File: src/rtl/btn_debounce_core.sv
// Push-button debouncer for an FPro MMIO slot: two-flop synchronizer and stability
// counter per button, sticky write-1-to-clear rise/fall flags, and a masked level interrupt.
module btn_debounce_core #(
  parameter int W      = 5,
  parameter int DB_CNT = 1_000_000
) (
  input  logic          clk,
  input  logic          reset_n,
  input  logic          cs,
  input  logic          read,
  input  logic          write,
  input  logic [4:0]    addr,
  input  logic [31:0]   wr_data,
  output logic [31:0]   rd_data,
  input  logic [W-1:0]  btn,
  output logic [W-1:0]  db_level,
  output logic          irq
);

  localparam int CW = (DB_CNT > 1) ? $clog2(DB_CNT) : 1;
  localparam logic [CW-1:0] CNT_LAST = CW'(DB_CNT - 1);
  localparam logic [CW-1:0] CNT_ONE  = CW'(1);

  localparam logic [2:0] A_LEVEL = 3'd0;
  localparam logic [2:0] A_RISE  = 3'd1;
  localparam logic [2:0] A_FALL  = 3'd2;
  localparam logic [2:0] A_RAW   = 3'd3;
  localparam logic [2:0] A_MASK  = 3'd4;

  typedef enum logic {
    ST_STABLE   = 1'b0,
    ST_COUNTING = 1'b1
  } db_state_e;

  logic [W-1:0] s1_q, s1_d;
  logic [W-1:0] s2_q, s2_d;
  logic [W-1:0] db_q, db_d;
  logic [W-1:0] db_prev_q, db_prev_d;
  logic [W-1:0] rise_q, rise_d;
  logic [W-1:0] fall_q, fall_d;
  logic [W-1:0] mask_q, mask_d;
  logic         irq_q, irq_d;

  logic         wr_en;
  logic [W-1:0] wr_bits;
  logic [W-1:0] rise_set, fall_set;
  logic [W-1:0] rise_clr, fall_clr;
  logic         unused_inputs;

  assign wr_en   = cs & write;
  assign wr_bits = wr_data[W-1:0];

  always_comb begin
    s1_d = btn;
    s2_d = s1_q;
  end

  always_ff @(posedge clk or negedge reset_n) begin
    if (!reset_n) begin
      s1_q <= '0;
      s2_q <= '0;
    end else begin
      s1_q <= s1_d;
      s2_q <= s2_d;
    end
  end

  // One independent stability counter per button; the state mirrors cnt == 0.
  genvar gi;
  generate
    for (gi = 0; gi < W; gi++) begin : g_btn
      db_state_e     state_q, state_d;
      logic [CW-1:0] cnt_q, cnt_d;
      logic          db_bit_d;

      always_comb begin
        state_d  = state_q;
        cnt_d    = cnt_q;
        db_bit_d = db_q[gi];
        case (state_q)
          ST_STABLE: begin
            if (s2_q[gi] != db_q[gi]) begin
              state_d = ST_COUNTING;
              cnt_d   = CNT_ONE;
            end
          end
          ST_COUNTING: begin
            if (s2_q[gi] == db_q[gi]) begin
              state_d = ST_STABLE;
              cnt_d   = '0;
            end else if (cnt_q == CNT_LAST) begin
              db_bit_d = s2_q[gi];
              state_d  = ST_STABLE;
              cnt_d    = '0;
            end else begin
              cnt_d = cnt_q + CNT_ONE;
            end
          end
          default: begin
            state_d = ST_STABLE;
            cnt_d   = '0;
          end
        endcase
      end

      always_ff @(posedge clk or negedge reset_n) begin
        if (!reset_n) begin
          state_q <= ST_STABLE;
          cnt_q   <= '0;
        end else begin
          state_q <= state_d;
          cnt_q   <= cnt_d;
        end
      end

      assign db_d[gi] = db_bit_d;
    end
  endgenerate

  // Flags compare db against its previous value, so they land one edge after db flips.
  always_comb begin
    db_prev_d = db_q;
    rise_set  = db_q & ~db_prev_q;
    fall_set  = ~db_q & db_prev_q;
    rise_clr  = (wr_en && addr[2:0] == A_RISE) ? wr_bits : '0;
    fall_clr  = (wr_en && addr[2:0] == A_FALL) ? wr_bits : '0;
    rise_d    = (rise_q & ~rise_clr) | rise_set;
    fall_d    = (fall_q & ~fall_clr) | fall_set;
    mask_d    = (wr_en && addr[2:0] == A_MASK) ? wr_bits : mask_q;
    irq_d     = |(rise_q & mask_q);
  end

  always_ff @(posedge clk or negedge reset_n) begin
    if (!reset_n) begin
      db_q      <= '0;
      db_prev_q <= '0;
      rise_q    <= '0;
      fall_q    <= '0;
      mask_q    <= '0;
      irq_q     <= 1'b0;
    end else begin
      db_q      <= db_d;
      db_prev_q <= db_prev_d;
      rise_q    <= rise_d;
      fall_q    <= fall_d;
      mask_q    <= mask_d;
      irq_q     <= irq_d;
    end
  end

  always_comb begin
    rd_data = '0;
    case (addr[2:0])
      A_LEVEL: rd_data[W-1:0] = db_q;
      A_RISE:  rd_data[W-1:0] = rise_q;
      A_FALL:  rd_data[W-1:0] = fall_q;
      A_RAW:   rd_data[W-1:0] = s2_q;
      A_MASK:  rd_data[W-1:0] = mask_q;
      default: rd_data = '0;
    endcase
  end

  assign db_level = db_q;
  assign irq      = irq_q;

  // Reads have no side effects and only the low address bits are decoded.
  assign unused_inputs = ^{read, addr[4:3], wr_data};

endmodule
File: config.mk
export PLATFORM = sky130hd
export DESIGN_NAME = btn_debounce_core
export DESIGN_NICKNAME = d
export VERILOG_FILES = /design/src/rtl/btn_debounce_core.sv
export SDC_FILE = /design/constraint.sdc
export NUM_CORES = 1
export LEC_CHECK = 0
export ABC_AREA = 0
export ABC_CLOCK_PERIOD_IN_PS = 2800
export BUFFER_PORTS_ARGS = -buffer_cell sky130_fd_sc_hd__buf_2
export CAP_MARGIN = 20
export CORE_ASPECT_RATIO = 1.25
export CORE_MARGIN = 2
export CORE_UTILIZATION = 40
export CTS_CLUSTER_SIZE = 16
export DETAILED_ROUTE_END_ITERATION = 8
export PLACE_DENSITY = 0.61
export SYNTH_ARGS = -nofsm -noshare
export SYNTH_HDL_FRONTEND = slang
export SYNTH_SLANG_ARGS = --single-unit
File: constraint.sdc
create_clock -name clk -period 2.8 [get_ports clk]
set_input_delay 0.7 -clock clk [delete_from_list [all_inputs] [get_ports clk]]
set_output_delay 0.7 -clock clk [all_outputs]
set_load 0.01 [all_outputs]
==> impl_metrics.env <==
export IMPL_status="completed"
export IMPL_dp_hpwl_mm=11.1
export IMPL_core_um2=18600
export IMPL_r2r_worst_path_cells=6
export IMPL_clk_latency_ns=0.43
export IMPL_pre_cts_ws_ns=0.248
export IMPL_syn_area_um2=7530
export IMPL_clock_sinks=141
export IMPL_worstPathRequired_ns=2.10
export IMPL_dieArea_um2=20000
export IMPL_synth_seq_cells=141
export IMPL_irDropWorstVdd_mv=0.455
export IMPL_fp_row_count=56
export IMPL_worstMarginPinSlew_ns=0.941
export IMPL_rsz0062_at_grt="false"
export IMPL_met3_usage_pct=4.45
export IMPL_ant_nets=0
export IMPL_finalHoldWorstSlack_ns=0.257
export IMPL_h_tree_depth=4
export IMPL_worstSetupStartpoint="addr[2]"
export IMPL_synth_edf_count=0
export IMPL_hold_class="primary input to asynchronous set/reset pin"
export IMPL_drtIter0Drc=377
export IMPL_worstPathArrival_ns=1.84
export IMPL_cts_buffers_inserted=17
export IMPL_slowest_stage="o22ai_1"
export IMPL_wirelength_mm=16.3
export IMPL_gr_max_usage_layer="met2"
export IMPL_nNetsFinal=887
export IMPL_wire_per_inst_um=15.1
export IMPL_grt_pass1_wl_mm=28.3
export IMPL_fin_crit_ns=2.54
export IMPL_io_buffer_count=27
export IMPL_area_delta_synth_final_pct=11.9
export IMPL_path_cells="buf_2 > inv_1 > nor2_1 > a22oi_1 > o22ai_1 > buf_2"
export IMPL_synth_compound_area_share_pct=19.8
export IMPL_place_area_um2=7850
export IMPL_worst_path_most_repeated_cell="buf_2"
export IMPL_max_cap_violations=0
export IMPL_synth_top_family_by_area="simple AND/OR/NAND/NOR gates"
export IMPL_muxShareOfSynthArea_pct=3.69
export IMPL_synth_xor_area_share_pct=0.698
export IMPL_fin_area_um2=8430
export IMPL_cts_buffer_depth=2
export IMPL_gr_total_overflow=0
export IMPL_die_h_um=157
export IMPL_cts_setup_buffers=0
export IMPL_final_setup_worst_slack_ns=0.256
export IMPL_synth_seq_area_share_pct=46.8
export IMPL_synthArstFlopShare_pct=100
export IMPL_initial_core_util_pct=40.4
export IMPL_grt_pass1_vias=5757
export IMPL_grt_use_total_pct=17.5
export IMPL_synth_area_leaders="dfrtp_1, nand2_1, a31oi_1"
export IMPL_grt_max_degree=61
export IMPL_post_cts_resized=0
export IMPL_finalSetupViolCount=0
export IMPL_met1_usage_pct=22.6
export IMPL_cts_root_buf="clkbuf_16"
export IMPL_synthSimpleGateAreaFrac_pct=22.3
export IMPL_synth_distinct_cells=63
export IMPL_drc_errors=0
export IMPL_hold_viol_final=0
export IMPL_synth_top_cell_by_area="dfrtp_1"
export IMPL_max_freq_mhz=393
export IMPL_die_w_um=127
export IMPL_path_class="primary input to primary output"
export IMPL_cts_hold_fix_buffers=0
export IMPL_r2r_start="g_btn[1].cnt_q[0]"
export IMPL_io_pins=85
export IMPL_synth_top_area_share_pct=46.8
export IMPL_use_met2_pct=28.6
export IMPL_antenna_found_initial=2
export IMPL_total_power_mw=4.56
export IMPL_synth_fa_ha_area_share_pct=0.830
export IMPL_start_kind="primary input"
export IMPL_gp_congestion=0.769
export IMPL_end_kind="primary output"
export IMPL_path_clk_slew_ns=0.06
export IMPL_drive_gt1_share_pct=12.6
export IMPL_firstDrtPassIters=5
export IMPL_cp_max_fo=10
export IMPL_setup_tns_final_ns=0
export IMPL_fin_crit_sh_pct=90.9
export IMPL_cts_tree="built"
export IMPL_via_count=6216
export IMPL_avgSynthCellArea_um2=9.36
export IMPL_slew_violations=0
export IMPL_synth_warning_count=0
export IMPL_via_per_inst=5.74
export IMPL_max_slew_margin_pct=37.3
export IMPL_skew_ns=0.00953
export IMPL_p_leak_nw=3.69
export IMPL_slowest_delay_ns=0.28
export IMPL_ys_flop_type="dfrtp_1"
export IMPL_power_density_nw_per_um2=541
export IMPL_syn_inst=805
-- cell usage in the layout, fill, tap and decap left out, types with 4 or more instances in the layout --
cell	Yosys	final
or2_2	5	5
clkbuf_16	0	17
ha_1	5	5
dfrtp_1	141	141
and3_1	15	15
a21o_1	12	12
a41oi_1	14	14
nand3b_1	7	7
nand2_1	96	96
clkinvlp_4	0	4
nor3_1	9	9
inv_1	22	22
xor2_1	5	5
a22o_1	18	18
and4_1	7	7
mux2i_1	12	12
nand2b_1	8	8
a22oi_1	9	9
a31oi_1	55	55
mux2_2	14	14
nand3_1	57	57
o22ai_1	5	5
buf_4	28	13
buf_2	9	26
o31ai_1	4	4
nand4_1	21	21
nor2_1	42	42
a21oi_2	4	5
a21oi_1	47	46
conb_1	1	27
nor2b_1	4	4
o21ai_0	44	44
nor4_1	17	17
-- per-layer routing --
layer  share of wire [%]  wire length [um]  vias up
met5                   0                 0        -
met3                 3.9               634       22
met2                  48              7780       99
met4                 1.9               303        0
met1                  46              7570     3052
li1                    -                 -     3043
-- cell usage after synthesis (all sizes together) (15+ instances only) --
cell      n
a21oi    51
a22o     18
a31oi    55
and3     15
buf      41
clkbuf   18
dfrtp   141
inv      22
nand2    96
nand3    57
nand4    21
nor2     42
nor4     21
o21ai    44
-- sequential cells by signal (all words and copies together), names as in the netlist --
name,cells
s2_q,5
mask_q,5
s1_q,5
rise_q,5
db_prev_q,5
fall_q,5
g_btn.state_q,5
db_level,5
irq,1
g_btn.cnt_q,100
-- cell type report --
type,count,area (um^2)
Antenna cell,2,5.00
Timing Repair Buffer,44,309
Tap cell,232,290
Multi-Input combinational cell,609,3670
Inverter,22,82.6
Clock inverter,12,88.8
Clock buffer,20,457
Fill cell,1797,10200
Sequential cell,141,3530
-- through the flow --
stage / std cells / util [%]
2_1_floorplan: 831 / -
3_3_place_gp: 1046 / 42.1
3_5_place_dp: 1046 / 42.1
4_1_cts: 1078 / 45.0
5_1_grt: 1080 / 45.2
6_report: 1082 / 45.2
-- power by group --
group	leakage [nW]	total (mW)	switching, mW	internal, mW
logic	1.53	0.326	0.208	0.118
registers	1.90	2.16	0.0594	2.10
clock network	0.259	2.07	0.892	1.18
total	3.69	4.56	1.16	3.40
-- kinds of logic after synthesis --
family,Yosys count
mux,26
other cells,1
compound gates,230
flops,141
fa+ha+maj,5
xor+xnor,6
simple gates,315
buf+inv,81
-- path summary, 6_finish.rpt --
path,endpoint,slack [ns]
setup / recovery,rd_data[2],0.26
hold / removal,g_btn[1].cnt_q[5],0.26
setup reg to reg,g_btn[1].cnt_q[6],0.52
hold reg to reg,s2_q[3],0.35
max in group asynchronous,g_btn[4].cnt_q[7],1.91
min in group clk,s2_q[3],0.35
-- worst max-delay path, delay by kind of cell --
| kind | cells | cell delay (ns) |
|---|---|---|
| AO/OA/AOI/OAI | 2 | 0.42 |
| AND/OR/NAND/NOR | 1 | 0.23 |
| buffers and inverters | 3 | 0.50 |
Note: power is estimated with default switching activity, not from simulation.
